==> src/rtl/ar_watchpoint_unit.sv <==
// Masked address watchpoints with hit counters feeding a level-7 freeze FSM (IDLE/PEND/FROZEN/REARM).
// Defining WP_DATA_MATCH_EN adds a per-channel write-data compare register at channel offset +7.
module ar_watchpoint_unit #(
  parameter int          CHANNELS     = 4,
  parameter int          CNT_W        = 8,
  parameter logic [22:0] QUAL_TOP     = 23'h1FF,
  parameter int          REARM_CYCLES = 2
) (
  input  logic                clk,
  input  logic                _reset,
  input  logic [22:0]         cpu_address_in,
  input  logic                _cpu_as,
  input  logic                cpu_rd,
  input  logic                cpu_hwr,
  input  logic                cpu_lwr,
  input  logic [15:0]         data_in,
  input  logic                reg_sel,
  input  logic [5:0]          reg_address,
  output logic [15:0]         data_out,
  input  logic                freeze,
  input  logic                int7_ack,
  output logic                int7,
  output logic                active,
  output logic [CHANNELS-1:0] hit
);
  typedef enum logic [1:0] {S_IDLE, S_PEND, S_FROZEN, S_REARM} state_t;

  state_t                         state_q, state_d;
  logic [CHANNELS-1:0][22:0]      addr_q, addr_d, mask_q, mask_d;
  logic [CHANNELS-1:0][4:0]       ctrl_q, ctrl_d;
  logic [CHANNELS-1:0][CNT_W-1:0] preset_q, preset_d, count_q, count_d;
`ifdef WP_DATA_MATCH_EN
  logic [CHANNELS-1:0][15:0]      dcmp_q, dcmp_d;
`endif
  logic                gen_q, gen_d;
  logic [22:0]         cap_addr_q, cap_addr_d, last_addr_q, last_addr_d;
  logic [15:0]         cap_data_q, cap_data_d;
  logic                src_frz_q, src_frz_d;
  logic [2:0]          src_idx_q, src_idx_d;
  logic                int7_q, int7_d, active_q, active_d;
  logic [CHANNELS-1:0] hit_q, hit_d;
  logic                qual_prev_q, qual_prev_d, as_q, as_d, sampled_q, sampled_d;
  logic                we_q, we_d, freeze_q, freeze_d;
  logic [3:0]          rearm_q, rearm_d;

  logic                we_raw, we, cyc, as_rise, frz_rise, resume, wr_any;
  logic [2:0]          grp, off;
  logic [CHANNELS-1:0] match, fire, dat_ok;

  assign wr_any   = cpu_hwr | cpu_lwr;
  assign we_raw   = reg_sel & wr_any;
  assign we       = we_raw & ~we_q;
  // A bus cycle is looked at exactly once, on its first clock with a strobe.
  assign cyc      = ~_cpu_as & (cpu_rd | wr_any) & ~sampled_q;
  assign as_rise  = _cpu_as & ~as_q;
  assign frz_rise = freeze & ~freeze_q;
  assign resume   = we && (reg_address == 6'd4) && data_in[0];
  assign grp      = reg_address[5:3];
  assign off      = reg_address[2:0];

  always_comb begin
    dat_ok = '1;
    match  = '0;
    for (int c = 0; c < CHANNELS; c++) begin
`ifdef WP_DATA_MATCH_EN
      dat_ok[c] = (~cpu_hwr | (data_in[15:8] == dcmp_q[c][15:8])) &
                  (~cpu_lwr | (data_in[7:0]  == dcmp_q[c][7:0]));
`endif
      match[c] = ctrl_q[c][0] & gen_q &
                 (((cpu_address_in ^ addr_q[c]) & ~mask_q[c]) == 23'd0) &
                 ((ctrl_q[c][1] & cpu_rd) | (ctrl_q[c][2] & wr_any & dat_ok[c])) &
                 (~ctrl_q[c][3] | qual_prev_q);
    end
  end

  always_comb begin
    state_d     = state_q;
    addr_d      = addr_q;
    mask_d      = mask_q;
    ctrl_d      = ctrl_q;
    preset_d    = preset_q;
    count_d     = count_q;
`ifdef WP_DATA_MATCH_EN
    dcmp_d      = dcmp_q;
`endif
    gen_d       = gen_q;
    cap_addr_d  = cap_addr_q;
    cap_data_d  = cap_data_q;
    src_frz_d   = src_frz_q;
    src_idx_d   = src_idx_q;
    int7_d      = int7_q;
    active_d    = active_q;
    rearm_d     = rearm_q;
    hit_d       = '0;
    fire        = '0;
    as_d        = _cpu_as;
    freeze_d    = freeze;
    we_d        = we_raw;
    sampled_d   = ~_cpu_as & (sampled_q | cyc);
    last_addr_d = _cpu_as ? last_addr_q : cpu_address_in;
    qual_prev_d = as_rise ? (last_addr_q <= QUAL_TOP) : qual_prev_q;

    case (state_q)
      S_IDLE: begin
        if (cyc) begin
          for (int c = 0; c < CHANNELS; c++) begin
            if (match[c]) begin
              hit_d[c] = 1'b1;
              if (count_q[c] != '0) begin
                count_d[c] = count_q[c] - CNT_W'(1);
              end else begin
                fire[c] = 1'b1;
                if (ctrl_q[c][4]) count_d[c] = preset_q[c];
              end
            end
          end
        end
        if (frz_rise || (fire != '0)) begin
          state_d    = S_PEND;
          int7_d     = 1'b1;
          cap_addr_d = cpu_address_in;
          cap_data_d = data_in;
          src_frz_d  = frz_rise;
          src_idx_d  = '0;
          // Button beats channels; descending scan leaves the lowest firing index.
          if (!frz_rise) begin
            for (int c = CHANNELS - 1; c >= 0; c--) begin
              if (fire[c]) src_idx_d = 3'(c);
            end
          end
        end
      end
      S_PEND: begin
        if (int7_ack) begin
          int7_d   = 1'b0;
          active_d = 1'b1;
          state_d  = S_FROZEN;
        end
      end
      S_FROZEN: begin
        if (resume) begin
          active_d = 1'b0;
          rearm_d  = '0;
          state_d  = S_REARM;
        end
      end
      default: begin
        if (as_rise) begin
          if (rearm_q == 4'(REARM_CYCLES - 1)) state_d = S_IDLE;
          else                                  rearm_d = rearm_q + 4'd1;
        end
      end
    endcase

    // Register writes come last so a CPU write beats a same-clock counter update.
    if (we) begin
      if (reg_address == 6'd4) gen_d = data_in[1];
      for (int c = 0; c < CHANNELS; c++) begin
        if (grp == 3'(c + 1)) begin
          case (off)
            3'd0: addr_d[c][22:15] = data_in[7:0];
            3'd1: addr_d[c][14:0]  = data_in[15:1];
            3'd2: mask_d[c][22:15] = data_in[7:0];
            3'd3: mask_d[c][14:0]  = data_in[15:1];
            3'd4: ctrl_d[c]        = data_in[4:0];
            3'd5: begin
              preset_d[c] = data_in[CNT_W-1:0];
              count_d[c]  = data_in[CNT_W-1:0];
            end
`ifdef WP_DATA_MATCH_EN
            3'd7: dcmp_d[c] = data_in;
`endif
            default: ;
          endcase
        end
      end
    end
  end

  always_comb begin
    data_out = '0;
    if (reg_sel && cpu_rd) begin
      if (grp == 3'd0) begin
        case (off)
          3'd0: data_out = {active_q, state_q == S_PEND, src_frz_q, 10'd0, src_idx_q};
          3'd1: data_out = {8'd0, cap_addr_q[22:15]};
          3'd2: data_out = {cap_addr_q[14:0], 1'b0};
          3'd3: data_out = cap_data_q;
          3'd4: data_out = {14'd0, gen_q, 1'b0};
          default: ;
        endcase
      end
      for (int c = 0; c < CHANNELS; c++) begin
        if (grp == 3'(c + 1)) begin
          case (off)
            3'd0: data_out = {8'd0, addr_q[c][22:15]};
            3'd1: data_out = {addr_q[c][14:0], 1'b0};
            3'd2: data_out = {8'd0, mask_q[c][22:15]};
            3'd3: data_out = {mask_q[c][14:0], 1'b0};
            3'd4: data_out = 16'(ctrl_q[c]);
            3'd5: data_out = 16'(preset_q[c]);
            3'd6: data_out = 16'(count_q[c]);
`ifdef WP_DATA_MATCH_EN
            3'd7: data_out = dcmp_q[c];
`endif
            default: ;
          endcase
        end
      end
    end
  end

  always_ff @(posedge clk or negedge _reset) begin
    if (!_reset) begin
      state_q     <= S_IDLE;
      addr_q      <= '0;
      mask_q      <= '0;
      ctrl_q      <= '0;
      preset_q    <= '0;
      count_q     <= '0;
`ifdef WP_DATA_MATCH_EN
      dcmp_q      <= '0;
`endif
      gen_q       <= 1'b0;
      cap_addr_q  <= '0;
      cap_data_q  <= '0;
      src_frz_q   <= 1'b0;
      src_idx_q   <= '0;
      int7_q      <= 1'b0;
      active_q    <= 1'b0;
      hit_q       <= '0;
      rearm_q     <= '0;
      qual_prev_q <= 1'b0;
      as_q        <= 1'b1;
      sampled_q   <= 1'b0;
      we_q        <= 1'b0;
      freeze_q    <= 1'b0;
      last_addr_q <= '0;
    end else begin
      state_q     <= state_d;
      addr_q      <= addr_d;
      mask_q      <= mask_d;
      ctrl_q      <= ctrl_d;
      preset_q    <= preset_d;
      count_q     <= count_d;
`ifdef WP_DATA_MATCH_EN
      dcmp_q      <= dcmp_d;
`endif
      gen_q       <= gen_d;
      cap_addr_q  <= cap_addr_d;
      cap_data_q  <= cap_data_d;
      src_frz_q   <= src_frz_d;
      src_idx_q   <= src_idx_d;
      int7_q      <= int7_d;
      active_q    <= active_d;
      hit_q       <= hit_d;
      rearm_q     <= rearm_d;
      qual_prev_q <= qual_prev_d;
      as_q        <= as_d;
      sampled_q   <= sampled_d;
      we_q        <= we_d;
      freeze_q    <= freeze_d;
      last_addr_q <= last_addr_d;
    end
  end

  assign int7   = int7_q;
  assign active = active_q;
  assign hit    = hit_q;
endmodule

==> config.mk <==
export PLATFORM = sky130hd
export DESIGN_NAME = ar_watchpoint_unit
export DESIGN_NICKNAME = d
export VERILOG_FILES = /design/src/rtl/ar_watchpoint_unit.sv
export SDC_FILE = /design/constraint.sdc
export NUM_CORES = 1
export LEC_CHECK = 0
export CAP_MARGIN = 20
export CORE_ASPECT_RATIO = 0.5
export CORE_MARGIN = 3
export CORE_UTILIZATION = 44
export DETAILED_ROUTE_END_ITERATION = 16
export GPL_ROUTABILITY_DRIVEN = 0
export HOLD_SLACK_MARGIN = 0.15
export PLACE_DENSITY = 0.72
export SKIP_CTS_REPAIR_TIMING = 1
export SYNTH_ARGS = -nofsm -noshare
export SYNTH_HDL_FRONTEND = slang
export SYNTH_SLANG_ARGS = --single-unit
==> constraint.sdc <==
create_clock -name clk -period 7.06 [get_ports clk]
set_input_delay 0.706 -clock clk [delete_from_list [all_inputs] [get_ports clk]]
set_output_delay 0.706 -clock clk [all_outputs]
set_load 0.1 [all_outputs]
# After elaboration in Yosys (flattened, before gate mapping)
# Index checks and enable logic that the tools add are counted.
word_totals:
  ff_bits: 352
  latch_bits: 0
  mem_bits_rw: 0
  rom_bits: 0
  in_bits: 54
  output_inout_bits: 22
  word_cells: 256
  n_memories: 0
op_classes:
  addsub: 5
  multipliers: 0
  div_mod_pow: 0
  n_lt_le_gt_ge: 1
  n_eq_ne: 18
  shift: 0
  mux: 72
  n_bitwise: 64
  reduce_logical: 52
op_table:
  columns: ["operator", "count"]
  rows:
  - ["16-bit one-hot mux with 7 select lines", 4]
  - ["8-bit 2-to-1 mux", 20]
  - ["16-bit 2-to-1 mux", 7]
  - ["32-bit 2-to-1 mux", 3]
  - ["23-bit bitwise AND", 4]
  - ["23-bit zero test", 4]
  - ["23-bit NOT", 4]
  - ["23-bit XOR", 4]
  - ["16-bit one-hot mux with 5 select lines", 1]
  - ["3-bit AND reduction", 26]
  - ["8-bit nonzero test", 4]
  - ["8-bit by 1-bit subtractor with 8-bit output (second input constant)", 4]
  - ["1-bit bitwise AND", 31]
  - ["4-bit 2-to-1 mux", 7]
  - ["23-bit by 9-bit less-or-equal comparator with 1-bit output (second input constant)", 1]
  - ["1-bit 2-to-1 mux", 16]
  - ["3-bit by 2-bit equality test with 1-bit output (second input constant)", 4]
  - ["3-bit equality test (second input constant)", 4]
  - ["2-bit 2-to-1 mux", 6]
  - ["3-bit 2-to-1 mux", 4]
  - ["4-bit nonzero test", 3]
  - ["1-bit OR", 11]
  - ["1-bit NOT", 10]
  - ["4-bit one-hot mux with 2 select lines", 1]
  - ["other kinds (19)", 29]

# Depth between registers and ports, before layout
# Gate-level depths: netlist of run 1.
logic_depth:
  ltp_word: 14
  depth_mapped: 11
  depth_no_buf: 9

# Least setup slack after synthesis of run 1
# OpenSTA, ideal clock, no wires.
synth_path:
  kind: "input to output"
  from: "input reg_address[0]"
  to: "output data_out[6]"
  arrival_ps: 4579
  t_required_ps: 6354
  setup_slack_ps: 1775
  cell_stages: 7
  n_path_buf: 4
  path_cell_list: "clkbuf_1 > and3b_1 > clkbuf_1 > clkbuf_1 > clkbuf_1 > a221oi_1 > a311oi_1"
synth_via:
  elab_chain_cells: 13
  word_cells_on_any_way: 19
  cone_classes: "eq/ne: 6; mux: 12; reduce/logical: 1"
synth_rtl:
  columns: ["item", "line", "text"]
  rows:
  - ["start: declaration", "18", "input logic [5:0] reg_address,"]
  - ["3-bit equality test, or another cell as far along", "184, 195", null]
  - ["16-bit one-hot mux with 5 select lines", "184", "case (off)"]
  - ["16-bit 2-to-1 mux", "183", "if (grp == 3'd0) begin"]
  - ["16-bit 2-to-1 mux", "182", "if (reg_sel && cpu_rd) begin"]
  - ["16-bit one-hot mux with 7 select lines", "195", "case (off)"]
  - ["16-bit 2-to-1 mux", "194", "if (grp == 3'(c + 1)) begin"]
  - ["16-bit one-hot mux with 7 select lines", "195", null]
  - ["16-bit 2-to-1 mux", "194", null]
  - ["16-bit one-hot mux with 7 select lines", "195", null]
  - ["16-bit 2-to-1 mux", "194", null]
  - ["16-bit one-hot mux with 7 select lines", "195", null]
  - ["16-bit 2-to-1 mux *", "194", null]
  - ["16-bit 2-to-1 mux *", "182", null]
  - ["end: declaration", "19", "output logic [15:0] data_out,"]
# Every way passes the cells marked *; elsewhere a longest branch is shown, timed or not. The select of a mux whose other input is x is not followed.

# Worst setup path in the final report of run 1
layout_path:
  from: "input reg_address[2]"
  to: "output data_out[2]"
# The elaborated chain is that of the path after synthesis.

==> results.toml, run 1 <==
[worst_setup_path]
r2r-end = "cap_data_q[11]"
worstReg2RegStart = "gen_q"
worst-path-stages = 8
crit_path_end = "data_out[2]"
required_ns = 6.35
slowest_delay_ns = 1.22
critical_path_arrival_ns = 4.86
critPathMaxFanout = 31
crit_path_top_delay_cell = "clkdlybuf4s50_1"
crit_type = "in2out"
critPathCaptureType = "output pin"
ff2ff_path_depth = 8
worst-path-buf-inv = 2
start_kind = "input port"
setup.worst_path.start = "reg_address[2]"
reg2reg_slack_ns = 3.51
cp_cell_sequence = "clkdlybuf4s50_1 > nand3_1 > nand2_1 > a31oi_1 > o21ai_0 > o21ai_0 > o21a_1 > clkdlybuf4s50_1"
path_delay_family = "buffers and inverters"

[yosys]
yosys-top-cells-count = "dfrtp_1, mux2_2, nand2_1"
synth-seq-area-share_pct = 46.47
synth.area.top_cells = "dfrtp_1, mux2_2, xnor2_1, a22oi_1, nand2_1"
syn_inst = 1740
synth.most_common_cell = "dfrtp_1"
async_reset_ff_share_pct = 100.0
syn-num-nets = 1804
ys.warnings.count = 0
synth_edf_count = 0
yosys.area.top_type = "dfrtp_1"
ys_ff_latch = 342
ys.flop_type = "dfrtp_1"
postSynthAreaPerCell_um2 = 10.59
synth.cell_area_mm2 = 0.01842
yosysTopAreaCellShare_pct = 46.33
synth_cell_types = 68

[sta]
slew_viol_final = 0
worst_pin_slew_ns = 1.224
slew_headroom_pct = 18.15
rsz0062_at_grt = "false"
max_freq_ghz = 0.1796
min_period_ns = 5.568
holdWs_ns = 0.1489
fin_skew_ns = 0.02705
finalSetupTns_ns = 0
finalCritPeriodShare_pct = 78.86
hold_viol = 0
layout_setup_ws_ns = 1.492
setup_viol = 0

[power]
p_switching_uw = 1833
cellLeakagePower_uw = 0.008941
swShare_pct = 32.22
ir_drop_v = 0.0001428
pwr-share-comb_pct = 22.1
intPower_uw = 3855
pwr-share-seq_pct = 44.8
powerDensity_mw_per_mm2 = 273.8
power_frac_clock_pct = 33.2

[clock_tree]
cts.sinks = 342
path_clk_slew_ns = 0.06
cts_tree = "built"
clock_latency_ns = 0.55
clk_path_buf_depth = 3
cts-root-buf = "clkbuf_16"
cts-htree-levels = 2
cts_buffers = 36

[cells_and_area]
final_util_pct = 50.84
nets = 1836
drive_above_1_share_pct = 21.77
finalInstanceArea_mm2 = 0.02077
syn_to_final_growth_pct = 12.78

[drt]
wl_um = 65880
wire_per_inst_um = 28.19
drc_errors = 0
drtPass1Iterations = 10
vias = 15680
dr.first_iter.drc_count = 2453
vias_per_cell = 6.709
final_antenna_net_count = 0

[placed_design]
dp_hpwl_um = 46720
pre_cts_slack_ns = 1.744
dpl_cell_area_mm2 = 0.01960
io_buffer_count = 75

[floorplanning]
die-area_mm2 = 0.04450
rows = 52
io-pin-count = 76
core_area_mm2 = 0.04086
die_h_um = 150.7
initial_utilization_pct = 45.08
dieWidth_um = 295.4

[grt]
antenna_found_initial = 4
grt_overflow_total = 0
grt_max_degree = 127
grtUsageTotal_pct = 29.50
grt_pass1_vias = 14730
grt_pass1_wl_um = 97140

[run]
cap_viol_max_count = 0

[hold_path]
hp-class = "in2async"

[run_status]
status = "finished, final reports clean"
==> through the flow <==
step                      cells  total power, uW
after floorplan            1740             3309
after global placement     2271             3740
after detailed placement   2271             3768
after CTS                  2333             5640
after global routing       2336             5875
final                      2337             5688
==> state kept, by name, indices dropped and copies added, names as in the netlist, 4 cells and up <==
signal / count
addr_q: 92
count_q: 32
ctrl_q: 20
cap_addr_q: 23
cap_data_q: 16
hit: 4
mask_q: 92
last_addr_q: 14
preset_q: 32
rearm_q: 4
==> final cells by class <==
type	instances	area, um^2
Antenna cell	1	2.502
Clock buffer	49	1030
Clock inverter	13	118.9
Fill cell	3561	20090
Inverter	34	127.6
Multi-Input combinational cell	1245	9243
Sequential cell	342	8559
Tap cell	540	675.6
Timing Repair Buffer	113	1016
==> cells in the final DEF (no fill, tap or decap), drive strengths merged, types with 5 or more instances in the layout <==
| cell type | Yosys | layout |
|---|---|---|
| or2 | 6 | 6 |
| o22ai | 86 | 86 |
| ha | 10 | 10 |
| buf | 35 | 52 |
| nor4 | 36 | 36 |
| nor3 | 25 | 25 |
| nand2b | 9 | 9 |
| mux2i | 13 | 13 |
| o211ai | 5 | 5 |
| mux2 | 270 | 270 |
| o221ai | 13 | 13 |
| a22oi | 99 | 99 |
| a21oi | 58 | 58 |
| o21ai | 65 | 65 |
| nor3b | 10 | 10 |
| clkdlybuf4s50 | 0 | 61 |
| a31oi | 27 | 27 |
| clkinv | 0 | 9 |
| o31ai | 9 | 9 |
| xnor2 | 93 | 93 |
| a221o | 7 | 7 |
| a211oi | 5 | 5 |
| nand2 | 154 | 154 |
| clkbuf | 84 | 49 |
| nand4 | 12 | 12 |
| or3 | 16 | 16 |
| dfrtp | 341 | 341 |
| and2 | 5 | 5 |
| a221oi | 13 | 13 |
| a21o | 10 | 10 |
| nor2 | 106 | 106 |
| inv | 34 | 36 |
| a22o | 13 | 13 |
| o21a | 5 | 5 |
| nand3 | 17 | 17 |
==> kinds of logic after synthesis <==
logic type      share of synthesized area (%)
xor+xnor                                4.517
fa+ha+maj                              0.6793
mux                                     18.07
compound gates                          16.07
simple gates                            10.74
buf+inv                                 3.451
flops                                   46.47
==> power groups by stage <==
stage	clock, uW	sequential [uW]	combinational [uW]
after floorplan	0	2460	849
after detailed placement	0	2550	1210
after global placement	0	2550	1190
after CTS	1890	2520	1220
final	1890	2550	1260
after global routing	1980	2560	1340
==> per-layer routing <==
layer | wire length (um) | part of all wire (%) | vias up | track usage (%)
li1 | - | - | 6520 | -
met1 | 26290 | 40 | 7730 | 40.25
met2 | 25790 | 39 | 1179 | 40.15
met3 | 10420 | 16 | 245 | 13.35
met4 | 3334 | 5.1 | 6 | 12.56
met5 | 46 | 0.070 | - | 0
==> worst min-delay path by stage <==
stage	startpoint	end	slack, ns	cells past startpoint
global route	_reset	preset_q[10]	0.19	1
floorplan	_reset	active	0.41	0
global placement	cap_addr_q[1]	cap_addr_q[1]	0.47	1
detailed placement	cap_addr_q[0]	cap_addr_q[0]	0.48	1
finish	_reset	preset_q[10]	0.15	1
CTS	_reset	preset_q[10]	0.18	1
==> worst reg2reg max path, stage by stage (launching register included) <==
cell,delay [ns]
dfrtp_1,0.42
nor3b_2,0.45
o211ai_1,0.23
nor4_1,0.33
nand4_1,0.51
o2bb2ai_2,0.60
o41ai_4,0.15
buf_4,0.33
mux2_1,0.42
Note: power is estimated with default switching activity, not from simulation.
==> inputs of run 2 (changes only) <==
clock period = 5.58 ns   (was 7.06 ns; I/O delays follow)
==> run 2 against run 1 <==
  * Cell area rose by 1.4%
  * Die area unchanged
  * Combinational power up 26%
  * Sequential power grew 26%
  * Sequential cell count is the same
  * Count of clock-buffer cells in the layout increased by 3
  * Setup slack got worse by 0.43 ns
  * Critical path type unchanged
  * Critical endpoint is now data_out[1]
  * Largest cell class unchanged
==> results.toml, run 2 (synthesized netlist as in run 1, its figures left out) <==
[run_status]
status = "finished, final reports clean"

[cells_and_area]
diodes = 0
final_common_cell = "dfrtp_1"
syn_to_final_growth_pct = 14.39
largestRegisters = "addr_q x92, mask_q x92"
fill_cells = 3546
layout_common_cells = "dfrtp_1, mux2_2, nand2_1, nor2_1, a22oi_1"
nets = 1835
drive_above_1_share_pct = 22.14

[drt]
drc_errors = 0
final_antenna_net_count = 0
dr.first_iter.drc_count = 2427
vias = 15690
drtPass1Iterations = 6
wl_um = 64820
wire_per_inst_um = 27.72
vias_per_cell = 6.710

[worst_setup_path]
cp_common_cell = "buf_4"
crit_type = "in2out"
worstReg2RegStart = "state_q[0]"
ff2ff_path_depth = 8
start_kind = "input port"
critPathCaptureType = "output pin"
worst-path-buf-inv = 4
slowest_delay_ns = 0.70
path_delay_family = "buffers and inverters"
r2r-end = "count_q[31]"
crit_path_top_delay_cell = "and3b_2"
reg2reg_slack_ns = 2.06
cp_cell_sequence = "clkdlybuf4s50_1 > buf_4 > and3b_2 > buf_4 > a22oi_1 > a31oi_1 > nor3_1 > a31oi_1 > o31a_1 > buf_4"
critical_path_arrival_ns = 3.96
critPathMaxFanout = 38
required_ns = 5.02

[clock_tree]
path_clk_slew_ns = 0.06
cts_buffers = 35
clk_path_buf_depth = 3
clock_latency_ns = 0.55
cts-root-buf = "clkbuf_16"
cts.sinks = 342
cts_tree = "built"
cts-htree-levels = 2

[sta]
finalSetupTns_ns = 0
max_freq_ghz = 0.2214
fin_skew_ns = 0.02456
worst_pin_slew_ns = 1.267
slew_headroom_pct = 15.30
min_period_ns = 4.518
setup_viol = 0
rsz0062_at_grt = "false"
hold_viol = 0
slew_viol_final = 0
finalCritPeriodShare_pct = 80.96
layout_setup_ws_ns = 1.062

[grt]
grt_pass1_wl_um = 95920
grt_pass1_vias = 14650
grtUsageTotal_pct = 28.94
antenna_found_initial = 2
grt_overflow_total = 0
grt_max_degree = 177

[hold_path]
hold_path.startpoint = "cap_addr_q[1]"
min_path_cells = 1
hp-class = "reg2reg"
min_to = "cap_addr_q[1]"

[floorplanning]
dieWidth_um = 295.4
die-area_mm2 = 0.04450
initial_utilization_pct = 45.08
io-pin-count = 76
die_h_um = 150.7
rows = 52
core_area_mm2 = 0.04086

[power]
swShare_pct = 31.01
intPower_uw = 5128
pwr-share-comb_pct = 21.3
power_frac_clock_pct = 35.4
cellLeakagePower_uw = 0.009063
p_switching_uw = 2305
ir_drop_v = 0.0002040
pwr-share-seq_pct = 43.3
powerDensity_mw_per_mm2 = 352.8

[placed_design]
io_buffer_count = 75
pre_cts_slack_ns = 1.241
dp_hpwl_um = 46130

[run]
cap_viol_max_count = 0
==> run 2: through the flow <==
stage / std cells / util, % / power, uW / cell area [um^2] / hold WS (ns)
3_5_place_dp: 2272 / 48.36 / 4763 / 19760 / 0.4719
4_1_cts: 2336 / 51.53 / 7371 / 21050 / -0.08664
3_3_place_gp: 2272 / 48.36 / 4723 / 19760 / 0.4708
5_1_grt: 2338 / 51.57 / 7656 / 21070 / 0.5118
6_report: 2338 / 51.57 / 7434 / 21070 / 0.4909
2_1_floorplan: 1740 / - / 4187 / 18420 / 0.2624
==> run 2: worst max-delay path by stage <==
| stage | to | cells past startpoint | startpoint |
|---|---|---|---|
| 6_report | data_out[1] | 10 | reg_address[1] |
| 5_1_grt | data_out[1] | 10 | reg_address[1] |
| 4_1_cts | data_out[1] | 10 | reg_address[1] |
| 3_5_place_dp | data_out[1] | 10 | reg_address[1] |
| 3_3_place_gp | data_out[5] | 10 | reg_address[2] |
| 2_1_floorplan | data_out[6] | 7 | reg_address[0] |
==> run 2: power by group through the flow <==
stage | clock network, uW | logic [uW] | registers, uW
finish | 2630 | 1590 | 3220
global route | 2730 | 1680 | 3240
CTS | 2640 | 1550 | 3190
detailed placement | 0 | 1540 | 3230
global placement | 0 | 1500 | 3220
floorplan | 0 | 1070 | 3110
==> run 2: metal layers <==
metal | wire (um) | part of all wire (%) | global-route usage, %
met1 | 25890 | 40 | 40.67
met4 | 3102 | 4.8 | 11.97
met3 | 10220 | 16 | 11.48
met5 | 29 | 0.045 | 0
met2 | 25580 | 39 | 39.37
==> run 2: final cells by class <==
cell class	count	area (um^2)	share of cell area [%]
well taps	540	675.6	3.207
flip-flops and latches	342	8559	40.62
multi-input cells	1245	9243	43.87
repair buffers	113	1174	5.570
inverters	34	127.6	0.6057
clock buffers	52	1091	5.178
clock inverters	12	200.2	0.9501
